==> src/rtl/h14tx_pkg.sv <==
// Shared types and constants for the HDMI 1.4 TX period scheduler.
// Ports: none (package). Provides period_t, ctl_t, period lengths, preamble CTL codes
// and a helper that classifies data-island periods.
package h14tx_pkg;

  typedef enum logic [2:0] {
    PER_CTL,
    PER_VID_PRE,
    PER_VID_GB,
    PER_VIDEO,
    PER_ISL_PRE,
    PER_ISL_GB_LEAD,
    PER_ISL_DATA,
    PER_ISL_GB_TRAIL
  } period_t;

  typedef logic [1:0] ctl_t;

  localparam int PREAMBLE_LEN = 8;
  localparam int GB_LEN       = 2;
  localparam int PKT_LEN      = 32;
  localparam int LOOKAHEAD    = 10;

  localparam ctl_t CTL_VID_PRE1 = 2'b01;
  localparam ctl_t CTL_VID_PRE2 = 2'b00;
  localparam ctl_t CTL_ISL_PRE1 = 2'b01;
  localparam ctl_t CTL_ISL_PRE2 = 2'b01;

  function automatic logic is_island(input period_t p);
    return (p == PER_ISL_PRE) || (p == PER_ISL_GB_LEAD) ||
           (p == PER_ISL_DATA) || (p == PER_ISL_GB_TRAIL);
  endfunction

endpackage

==> src/rtl/h14tx_delay_line.sv <==
// Fixed-depth shift register with synchronous active-high clear.
// Ports: clk, rst (sync, active-high), dat_i (WIDTH bits in), dat_o (dat_i delayed DEPTH cycles).
// Latency DEPTH cycles; no flow control, advances every clock.
module h14tx_delay_line #(
  parameter int WIDTH = 1,
  parameter int DEPTH = 1
) (
  input  logic             clk,
  input  logic             rst,
  input  logic [WIDTH-1:0] dat_i,
  output logic [WIDTH-1:0] dat_o
);

  logic [WIDTH-1:0] stage_q [DEPTH];

  always_ff @(posedge clk) begin
    if (rst) begin
      for (int i = 0; i < DEPTH; i++) stage_q[i] <= '0;
    end else begin
      stage_q[0] <= dat_i;
      for (int i = 1; i < DEPTH; i++) stage_q[i] <= stage_q[i-1];
    end
  end

  assign dat_o = stage_q[DEPTH-1];

endmodule

==> src/rtl/h14tx_period_sched.sv <==
// Per-character period scheduler for the HDMI 1.4 TX: sequences control, video preamble/guard
// and data-island periods and drives the per-channel CTL codes and the channel mode select.
// Ports: clk/rst (sync, active-high); de_i/hsync_i/vsync_i undelayed timing; blank_remain budget;
// pkt_valid/pkt_ready/pkt_idx packet handshake; period, ctl0..ctl2 encoder controls;
// de_o/hsync_o/vsync_o delayed timing; err pulse when video truncates an island.
module h14tx_period_sched
  import h14tx_pkg::*;
#(
  parameter int MAX_PKTS     = 18,
  parameter int MIN_CTL_LEAD = 4,
  parameter int MIN_CTL_TAIL = 4,
  parameter int BUDGET_W     = 16
) (
  input  logic                clk,
  input  logic                rst,
  input  logic                de_i,
  input  logic                hsync_i,
  input  logic                vsync_i,
  input  logic [BUDGET_W-1:0] blank_remain,
  input  logic                pkt_valid,
  output logic                pkt_ready,
  output logic [4:0]          pkt_idx,
  output period_t             period,
  output ctl_t                ctl0,
  output ctl_t                ctl1,
  output ctl_t                ctl2,
  output logic                de_o,
  output logic                hsync_o,
  output logic                vsync_o,
  output logic                err
);

  localparam int                  RUN_W      = $clog2(MIN_CTL_LEAD + 2);
  localparam logic [RUN_W-1:0]    RUN_SAT    = RUN_W'(MIN_CTL_LEAD);
  // Island start must fit preamble, lead guard, one packet, trailing guard and the tail gap.
  localparam logic [BUDGET_W-1:0] ISL_BUDGET =
    BUDGET_W'(PREAMBLE_LEN + GB_LEN + PKT_LEN + GB_LEN + MIN_CTL_TAIL);
  // Another packet must fit itself, the trailing guard and the tail gap.
  localparam logic [BUDGET_W-1:0] PKT_BUDGET = BUDGET_W'(PKT_LEN + GB_LEN + MIN_CTL_TAIL);
  localparam logic [4:0]          PKT_LAST   = 5'(PKT_LEN - 1);
  localparam logic [4:0]          MAX_PKTS_C = 5'(MAX_PKTS);
  localparam logic [2:0]          PRE_LAST   = 3'(PREAMBLE_LEN - 1);
  localparam logic [2:0]          GB_LAST    = 3'(GB_LEN - 1);

  period_t          state_q, state_d;
  logic [2:0]       len_q, len_d;      // cycles left in a timed period, 0 = last
  logic [4:0]       idx_q, idx_d;
  logic [4:0]       npkt_q, npkt_d;
  logic [RUN_W-1:0] ctl_run_q, ctl_run_d;
  logic             de_prev_q;
  logic             err_q, err_d;
  logic [2:0]       dly_out;
  logic [2:0]       out_q;             // {vsync, hsync, de} after the delay line

  logic de_rise, in_island, len_last, isl_ok, pkt_ok;

  // The FSM answers one register after sampling de_i, so the syncs get the same output
  // register after LOOKAHEAD stages; de_o then rises exactly when period enters PER_VIDEO.
  h14tx_delay_line #(
    .WIDTH (3),
    .DEPTH (LOOKAHEAD)
  ) u_dly (
    .clk   (clk),
    .rst   (rst),
    .dat_i ({vsync_i, hsync_i, de_i}),
    .dat_o (dly_out)
  );

  // State register
  always_ff @(posedge clk) begin
    if (rst) begin
      state_q   <= PER_CTL;
      len_q     <= '0;
      idx_q     <= '0;
      npkt_q    <= '0;
      ctl_run_q <= '0;
      de_prev_q <= 1'b0;
      err_q     <= 1'b0;
      out_q     <= '0;
    end else begin
      state_q   <= state_d;
      len_q     <= len_d;
      idx_q     <= idx_d;
      npkt_q    <= npkt_d;
      ctl_run_q <= ctl_run_d;
      de_prev_q <= de_i;
      err_q     <= err_d;
      out_q     <= dly_out;
    end
  end

  // Next-state logic
  always_comb begin
    de_rise   = de_i & ~de_prev_q;
    in_island = is_island(state_q);
    len_last  = (len_q == 3'd0);
    // blank_remain is only meaningful while de_i is low.
    isl_ok    = pkt_valid & ~de_i & (ctl_run_q >= RUN_SAT) & (blank_remain >= ISL_BUDGET);
    pkt_ok    = pkt_valid & ~de_i & (npkt_q < MAX_PKTS_C) & (blank_remain >= PKT_BUDGET);

    state_d   = state_q;
    len_d     = len_q;
    idx_d     = 5'd0;
    npkt_d    = npkt_q;
    err_d     = 1'b0;
    ctl_run_d = (state_q == PER_CTL) ? ((ctl_run_q == RUN_SAT) ? ctl_run_q : ctl_run_q + 1'b1)
                                     : '0;

    if (de_rise && ((state_q == PER_CTL) || in_island)) begin
      // Video always wins; an island in flight is cut without its trailing guard.
      state_d = PER_VID_PRE;
      len_d   = PRE_LAST;
      npkt_d  = 5'd0;
      err_d   = in_island;
    end else begin
      case (state_q)
        PER_CTL: begin
          if (isl_ok) begin
            state_d = PER_ISL_PRE;
            len_d   = PRE_LAST;
            npkt_d  = 5'd0;
          end
        end
        PER_VID_PRE: begin
          if (len_last) begin
            state_d = PER_VID_GB;
            len_d   = GB_LAST;
          end else begin
            len_d = len_q - 3'd1;
          end
        end
        PER_VID_GB: begin
          if (len_last) state_d = PER_VIDEO;
          else          len_d   = len_q - 3'd1;
        end
        PER_VIDEO: begin
          // dly_out is what de_o shows next cycle.
          if (!dly_out[0]) state_d = PER_CTL;
        end
        PER_ISL_PRE: begin
          if (len_last) begin
            state_d = PER_ISL_GB_LEAD;
            len_d   = GB_LAST;
          end else begin
            len_d = len_q - 3'd1;
          end
        end
        PER_ISL_GB_LEAD: begin
          if (len_last) begin
            state_d = PER_ISL_DATA;
            npkt_d  = 5'd1;
          end else begin
            len_d = len_q - 3'd1;
          end
        end
        PER_ISL_DATA: begin
          if (idx_q == PKT_LAST) begin
            if (pkt_ok) begin
              npkt_d = npkt_q + 5'd1;
            end else begin
              state_d = PER_ISL_GB_TRAIL;
              len_d   = GB_LAST;
            end
          end else begin
            idx_d = idx_q + 5'd1;
          end
        end
        PER_ISL_GB_TRAIL: begin
          if (len_last) state_d = PER_CTL;
          else          len_d   = len_q - 3'd1;
        end
        default: state_d = PER_CTL;
      endcase
    end
  end

  // Output logic (all terms come straight from registers)
  always_comb begin
    ctl1 = 2'b00;
    ctl2 = 2'b00;
    case (state_q)
      PER_VID_PRE: begin
        ctl1 = CTL_VID_PRE1;
        ctl2 = CTL_VID_PRE2;
      end
      PER_ISL_PRE: begin
        ctl1 = CTL_ISL_PRE1;
        ctl2 = CTL_ISL_PRE2;
      end
      default: ;
    endcase
    period    = state_q;
    pkt_idx   = idx_q;
    pkt_ready = (state_q == PER_ISL_DATA) && (idx_q == 5'd0);
    err       = err_q;
    de_o      = out_q[0];
    hsync_o   = out_q[1];
    vsync_o   = out_q[2];
    ctl0      = {out_q[2], out_q[1]};
  end

endmodule

==> config.mk <==
export PLATFORM = sky130hd
export DESIGN_NAME = h14tx_period_sched
export DESIGN_NICKNAME = d
export VERILOG_FILES = /design/src/rtl/h14tx_pkg.sv /design/src/rtl/h14tx_delay_line.sv /design/src/rtl/h14tx_period_sched.sv
export SDC_FILE = /design/constraint.sdc
export NUM_CORES = 1
export LEC_CHECK = 0
export CAP_MARGIN = 15
export CORE_MARGIN = 3
export CORE_UTILIZATION = 54
export CTS_BUF_LIST = sky130_fd_sc_hd__clkbuf_4
export DETAILED_ROUTE_END_ITERATION = 10
export HOLD_SLACK_MARGIN = 0.15
export MAX_ROUTING_LAYER = met4
export PLACE_DENSITY = 0.82
export SYNTH_ARGS = -nofsm -noshare
export SYNTH_HDL_FRONTEND = slang
export SYNTH_SLANG_ARGS = --single-unit
==> constraint.sdc <==
create_clock -name clk -period 2.2 [get_ports clk]
set_input_delay 0.33 -clock clk [delete_from_list [all_inputs] [get_ports clk]]
set_output_delay 0.33 -clock clk [all_outputs]
set_load 0.005 [all_outputs]
==> results.py, run 1 <==
metrics = {
    "run_status": {
        "status": "completed",
    },
    "synthesis": {
        "syn_area_um2": 2250,
        "ys_seq_area_share_pct": 47.2,
        "synth_common_cells": "53 x dfxtp_1, 37 x nor2b_1, 15 x a21oi_1",
        "synth_cell_types": 48,
        "synth.top_cell.area_share_pct": 47.2,
        "synth_top_area_cell": "dfxtp_1",
        "synth_seq_cells": 53,
        "syn_area_per_cell_um2": 9.76,
        "synth_edf_count": 0,
        "async_flop_share_pct": 0,
        "synthFlopType": "dfxtp_1",
        "ys_warn_count": 0,
        "syn_inst": 230,
        "yosysMostFrequentCell": "dfxtp_1",
        "synth_area_leaders": "dfxtp_1 47%, nor2b_1 10%, ha_1 4.5%, a21oi_1 3.3%, buf_4 2.0%",
    },
    "worst_setup_path": {
        "crit_family": "buffers and inverters",
        "critPathKind": "flop to primary output",
        "max_stage_delay_ns": 0.44,
        "reg2reg_slack_ns": 0.17,
        "critPathArrivalTime_ns": 1.70,
        "crit_path_start_kind": "flop",
        "reg2reg_depth": 9,
        "crit_path_end_kind": "primary output",
        "path_buf_inv": 2,
        "r2r_end": "period[1]$_SDFFE_PP0P_",
        "r2r-start": "pkt_idx[0]$_SDFF_PP0_",
        "worstPathRequired_ns": 1.87,
        "crit_path_max_fanout": 9,
        "worstPathCellList": "buf_4 -> xnor2_1 -> nor2_1 -> clkdlybuf4s50_1",
        "slowest_stage": "clkdlybuf4s50_1",
    },
    "finish": {
        "drive_gt1_share_pct": 13.9,
        "nFillCells": 303,
        "diodes": 0,
        "area_delta_synth_final_pct": 23.4,
        "final_nets": 303,
        "design_area_um2": 2770,
    },
    "flow_run": {
        "maxCapViolCount": 0,
    },
    "floorplan": {
        "die-area_um2": 4970,
        "num_rows": 22,
        "core-area_um2": 3830,
        "ios": 41,
        "fp.dieH_um": 70.5,
        "fp.dieW_um": 70.5,
        "start_util_pct": 58.7,
    },
    "timing": {
        "timing.final.hold_violations": 0,
        "min_period_over_period_pct": 92.4,
        "rsz0062_at_grt": "false",
        "max_freq_mhz": 492,
        "drv_slew": 0,
        "period_minus_slack_ns": 2.03,
        "finClkSkew_ns": 0.0223,
        "setup_violations": 0,
        "fin_setup_tns_ns": 0,
    },
    "clock_tree": {
        "clock_latency_ns": 0.38,
        "htree_levels": 2,
        "numCtsBuffers": 5,
        "postCtsSetupRepairBufs": 0,
        "cts_sinks": 53,
        "clockBufferDepth": 2,
        "cts_tree": "built",
        "clkTransAtPathRegs_ns": 0.16,
        "clock-root-buffer": "clkbuf_4",
    },
    "placement": {
        "hpwl_um": 2980,
        "port-buffer-count": 37,
        "gp_congestion": 0.876,
        "place_area_um2": 2690,
    },
    "global_route": {
        "grt_pass1_wl_um": 6930,
        "grt_pass1_vias": 1578,
        "grtUsageTotal_pct": 17.7,
        "grt_max_degree": 42,
        "antenna_found_initial": 0,
        "grt_overflow": 0,
    },
    "pwr": {
        "comb_power_share_pct": 41.3,
        "p_sw_share_pct": 34.6,
        "seqPwrFrac_pct": 41.8,
        "p_leak_uw": 0.00111,
        "peakVddDrop_mv": 0.436,
        "powerDensity_nw_per_um2": 956,
        "intPower_uw": 1730,
        "finalPower_uw": 2650,
        "clkPwrFrac_pct": 16.9,
        "power_switching_uw": 915,
    },
    "worst_hold_path": {
        "hp-class": "flop to flop",
        "hold_depth": 1,
        "min_from": "u_dly.stage_q[0][12]$_SDFF_PP0_",
        "hold-path-endpoint": "u_dly.stage_q[0][15]$_SDFF_PP0_",
    },
    "drt": {
        "wl_per_cell_um": 12.7,
        "remaining_drc_errors": 0,
        "ant_nets": 0,
        "first_iter_violations": 109,
        "first_pass_iters": 4,
        "viasPerCell": 5.32,
        "via_count": 1713,
        "wl_um": 4090,
    },
}
cell usage in the layout, fill, tap and decap left out, types with 3 or more instances in the layout:
master,count
dfxtp_1,48
nor2b_1,37
clkdlybuf4s50_1,36
a21oi_1,15
buf_4,12
inv_1,10
nor2_1,10
o21ai_0,8
ha_1,8
nand2_1,7
nor3_1,6
clkbuf_4,6
dfxtp_2,5
xnor2_1,4
nand2b_1,4
nand3_1,4
a31oi_1,4
nor4_2,3
a221oi_1,3
mux2i_1,3
registers in the layout, summed over array words and instances, names as in the netlist:
| signal | cells |
|---|---|
| len_q | 3 |
| npkt_q | 5 |
| err | 1 |
| u_dly.stage_q | 30 |
| period | 3 |
| out_q | 3 |
| pkt_idx | 5 |
| ctl_run_q | 3 |
layout make-up:
type | instances | area (µm²) | area share [%]
flip-flops and latches | 53 | 1070 | 38.5
multi-input cells | 153 | 1070 | 38.5
repair buffers | 49 | 463 | 16.7
well taps | 48 | 60.1 | 2.17
inverters | 11 | 55.1 | 1.99
clock buffers | 6 | 45.0 | 1.63
clock inverters | 2 | 13.8 | 0.497
routing by layer:
metal  routed length [µm]  share of wire [%]  track usage [%]  vias up
met5                    0                  0                -        -
met4                   51                1.2             6.38        0
met3                  240                5.9             4.32        6
met2                 1940                 47             29.1       54
met1                 1860                 45             21.1      789
li1                     -                  -                -      864
how the worst max path moves through the flow:
stage                                   to                    from  cells after the start  slack (ns)
global placement     len_q[2]$_SDFFE_PP0P_         blank_remain[5]                      7       -0.09
detailed placement  period[1]$_SDFFE_PP0P_         blank_remain[5]                      8       -0.14
global route        period[1]$_SDFFE_PP0P_   pkt_idx[0]$_SDFF_PP0_                      9        0.01
floorplan           period[2]$_SDFFE_PP0P_   pkt_idx[0]$_SDFF_PP0_                      7        0.38
finish                             ctl1[0]  period[2]$_SDFFE_PP0P_                      4        0.17
CTS                              pkt_ready  period[0]$_SDFFE_PP0P_                      3        0.02
logic make-up (layout without fill, tap and decap cells):
family / Yosys count / in the layout / synth area share, %
AO/OA/AOI/OAI: 47 / 47 / 14.4
XOR/XNOR: 5 / 5 / 1.95
adder cells (fa/ha/maj): 8 / 8 / 4.46
buffers and inverters: 25 / 68 / 5.91
flip-flops: 53 / 53 / 47.2
multiplexers: 3 / 3 / 1.34
other: 1 / 2 / 0.167
AND/OR/NAND/NOR: 88 / 88 / 24.5
stage by stage:
stage	instances	hold WS, ns	setup WS [ns]	utilization [%]
floorplan	231	0.402	0.380	-
CTS	322	0.445	0.0185	71.9
global placement	314	0.417	-0.0857	70.4
finish	322	0.436	0.168	72.4
detailed placement	314	0.423	-0.141	70.4
global route	322	0.464	0.0120	72.4
what timing repair did:
| item | in CTS | in global routing |
|---|---|---|
| gates resized for setup | 1 | 7 |
| endpoints found under the hold margin | 0 | 0 |
| pin swaps | 0 | 0 |
| setup endpoints to repair | 1 | 5 |
| hold buffers | 0 | 0 |
power by group through the flow:
| stage | registers [µW] | clock network (µW) | logic, µW |
|---|---|---|---|
| after floorplan | 1110 | 0 | 747 |
| after global placement | 1120 | 0 | 1060 |
| after detailed placement | 1130 | 0 | 1080 |
| after CTS | 1110 | 462 | 1090 |
| after global routing | 1120 | 495 | 1200 |
| final | 1110 | 447 | 1090 |
Note: power is estimated with default switching activity, not from simulation.
==> inputs of run 2 (changes only) <==
--- a/config.mk
+++ b/config.mk
@@ -6,6 +6,7 @@
 export NUM_CORES = 1
 export LEC_CHECK = 0
 export CAP_MARGIN = 15
+export CORE_ASPECT_RATIO = 1.75
 export CORE_MARGIN = 3
 export CORE_UTILIZATION = 54
 export CTS_BUF_LIST = sky130_fd_sc_hd__clkbuf_4
==> results.py, run 2 (synthesized netlist as in run 1, its figures left out) <==
metrics = {
    "clock_tree": {
        "clkTransAtPathRegs_ns": 0.16,
        "holdBufCountCts": 0,
        "numCtsBuffers": 5,
        "clock-root-buffer": "clkbuf_4",
        "postCtsSetupRepairBufs": 0,
        "cts_tree": "built",
        "htree_levels": 2,
        "clock_latency_ns": 0.37,
        "clockBufferDepth": 2,
        "cts_sinks": 53,
        "ctsResizeCount": 0,
    },
    "floorplan": {
        "core-area_um2": 3940,
        "num_rows": 30,
        "fp.dieW_um": 54.8,
        "ios": 41,
        "die-area_um2": 5000,
        "fp.dieH_um": 91.3,
        "start_util_pct": 57.0,
    },
    "finish": {
        "final_common_cell": "dfxtp_1",
        "drive_gt1_share_pct": 13.2,
        "largest_register": "u_dly.stage_q",
        "diodes": 0,
        "layout_common_cells": "50 x dfxtp_1, 37 x clkdlybuf4s50_1, 36 x nor2b_1, 15 x a21oi_1, 11 x buf_4",
        "final_nets": 302,
        "largest_register_ffs": 30,
        "nFillCells": 317,
        "final_core_util_pct": 70.3,
        "area_delta_synth_final_pct": 23.3,
    },
    "worst_setup_path": {
        "r2r-start": "pkt_idx[1]$_SDFF_PP0_",
        "reg2reg_slack_ns": 0.16,
        "max_stage_delay_ns": 0.54,
        "crit_path_max_fanout": 10,
        "crit_family": "buffers and inverters",
        "crit_path_start_kind": "flop",
        "path_buf_inv": 1,
        "crit_path_end_kind": "primary output",
        "slowest_stage": "clkdlybuf4s50_1",
        "critPathKind": "flop to primary output",
        "worstPathCellList": "nand3b_4 -> nor4_2 -> clkdlybuf4s50_1",
        "reg2reg_depth": 8,
        "r2r_end": "period[1]$_SDFFE_PP0P_",
        "worstPathRequired_ns": 1.87,
        "critPathArrivalTime_ns": 1.78,
    },
    "drt": {
        "first_iter_violations": 35,
        "wl_um": 4180,
        "first_pass_iters": 4,
        "remaining_drc_errors": 0,
        "viasPerCell": 5.40,
        "via_count": 1734,
        "wl_per_cell_um": 13.0,
        "ant_nets": 0,
    },
    "worst_hold_path": {
        "hold-path-endpoint": "u_dly.stage_q[0][19]$_SDFF_PP0_",
        "hp-class": "flop to flop",
        "min_from": "u_dly.stage_q[0][16]$_SDFF_PP0_",
        "hold_depth": 1,
    },
    "timing": {
        "min_period_over_period_pct": 96.1,
        "max_freq_mhz": 473,
        "setup_violations": 0,
        "whs_ns": 0.445,
        "rsz0062_at_grt": "false",
        "finClkSkew_ns": 0.0105,
        "period_minus_slack_ns": 2.11,
        "worst_slack_ns": 0.0869,
        "fin_setup_tns_ns": 0,
        "timing.final.hold_violations": 0,
        "drv_slew": 0,
    },
    "global_route": {
        "grt_pass1_vias": 1663,
        "grtUsageTotal_pct": 19.4,
        "grt_pass1_wl_um": 7070,
        "antenna_found_initial": 0,
        "grt_overflow": 0,
        "grt_max_degree": 42,
    },
    "pwr": {
        "powerDensity_nw_per_um2": 968,
        "peakVddDrop_mv": 0.676,
        "p_leak_uw": 0.00108,
        "finalPower_uw": 2680,
    },
    "placement": {
        "pre_cts_slack_ns": -0.122,
        "port-buffer-count": 37,
        "hpwl_um": 3080,
        "gp_congestion": 0.917,
    },
    "run_status": {
        "status": "completed",
    },
    "flow_run": {
        "maxCapViolCount": 0,
    },
}
-- run 2: cell count changes in the layout (fill, tap and decap cells not counted), sizes merged --
cell,change
buf,-1
clkbuf,-1
clkdlybuf4s50,+1
clkinv,-1
clkinvlp,+1
dlymetal6s2s,-1
inv,+1
-- run 2: report_power, final --
part	total, µW	internal (µW)	switching (µW)
logic	1110	550	565
clock network	456	133	322
registers	1110	1040	68.4
-- run 2: through the flow --
stage                     std cells  instance area (µm²)
after floorplan                 231                 2250
after global placement          313                 2690
after detailed placement        313                 2690
after CTS                       321                 2750
after global routing            321                 2770
final                           321                 2770
-- run 2: worst register-to-register path, stage by stage (launching register included) --
cell and delay [ns]:
dfxtp_1 0.42, ha_1 0.20, and3_1 0.16, ha_1 0.21, o22ai_1 0.19, nor4_4 0.43, buf_4 0.18, nand3_1 0.07
a21oi_1 0.14
-- run 2: routing by layer --
metal	vias to the layer above	share of wire, %	track usage, %
met5	-	0	-
met4	0	3.4	11.0
met3	11	4.0	3.28
met2	46	52	31.1
met1	813	41	21.4
li1	864	-	-
-- run 2: cell type report --
| class | instances | area (µm²) | share of cell area [%] |
|---|---|---|---|
| multi-input combinational | 153 | 1070 | 38.7 |
| clock buffer | 5 | 37.5 | 1.36 |
| clock inverter | 3 | 25.0 | 0.903 |
| sequential | 53 | 1070 | 38.5 |
| timing repair buffer | 48 | 453 | 16.4 |
| tap | 48 | 60.1 | 2.17 |
| inverter | 11 | 55.1 | 1.99 |
-- run 2: worst max path at each step --
| stage | start | endpoint | slack, ns | cells past startpoint |
|---|---|---|---|---|
| 2_1_floorplan | pkt_idx[0]$_SDFF_PP0_ | period[2]$_SDFFE_PP0P_ | 0.38 | 7 |
| 3_3_place_gp | blank_remain[9] | period[1]$_SDFFE_PP0P_ | -0.07 | 8 |
| 3_5_place_dp | blank_remain[9] | period[1]$_SDFFE_PP0P_ | -0.12 | 8 |
| 4_1_cts | period[0]$_SDFFE_PP0P_ | pkt_ready | 0.007 | 3 |
| 5_1_grt | period[0]$_SDFFE_PP0P_ | pkt_ready | 0.0003 | 3 |
| 6_report | period[0]$_SDFFE_PP0P_ | pkt_ready | 0.09 | 3 |
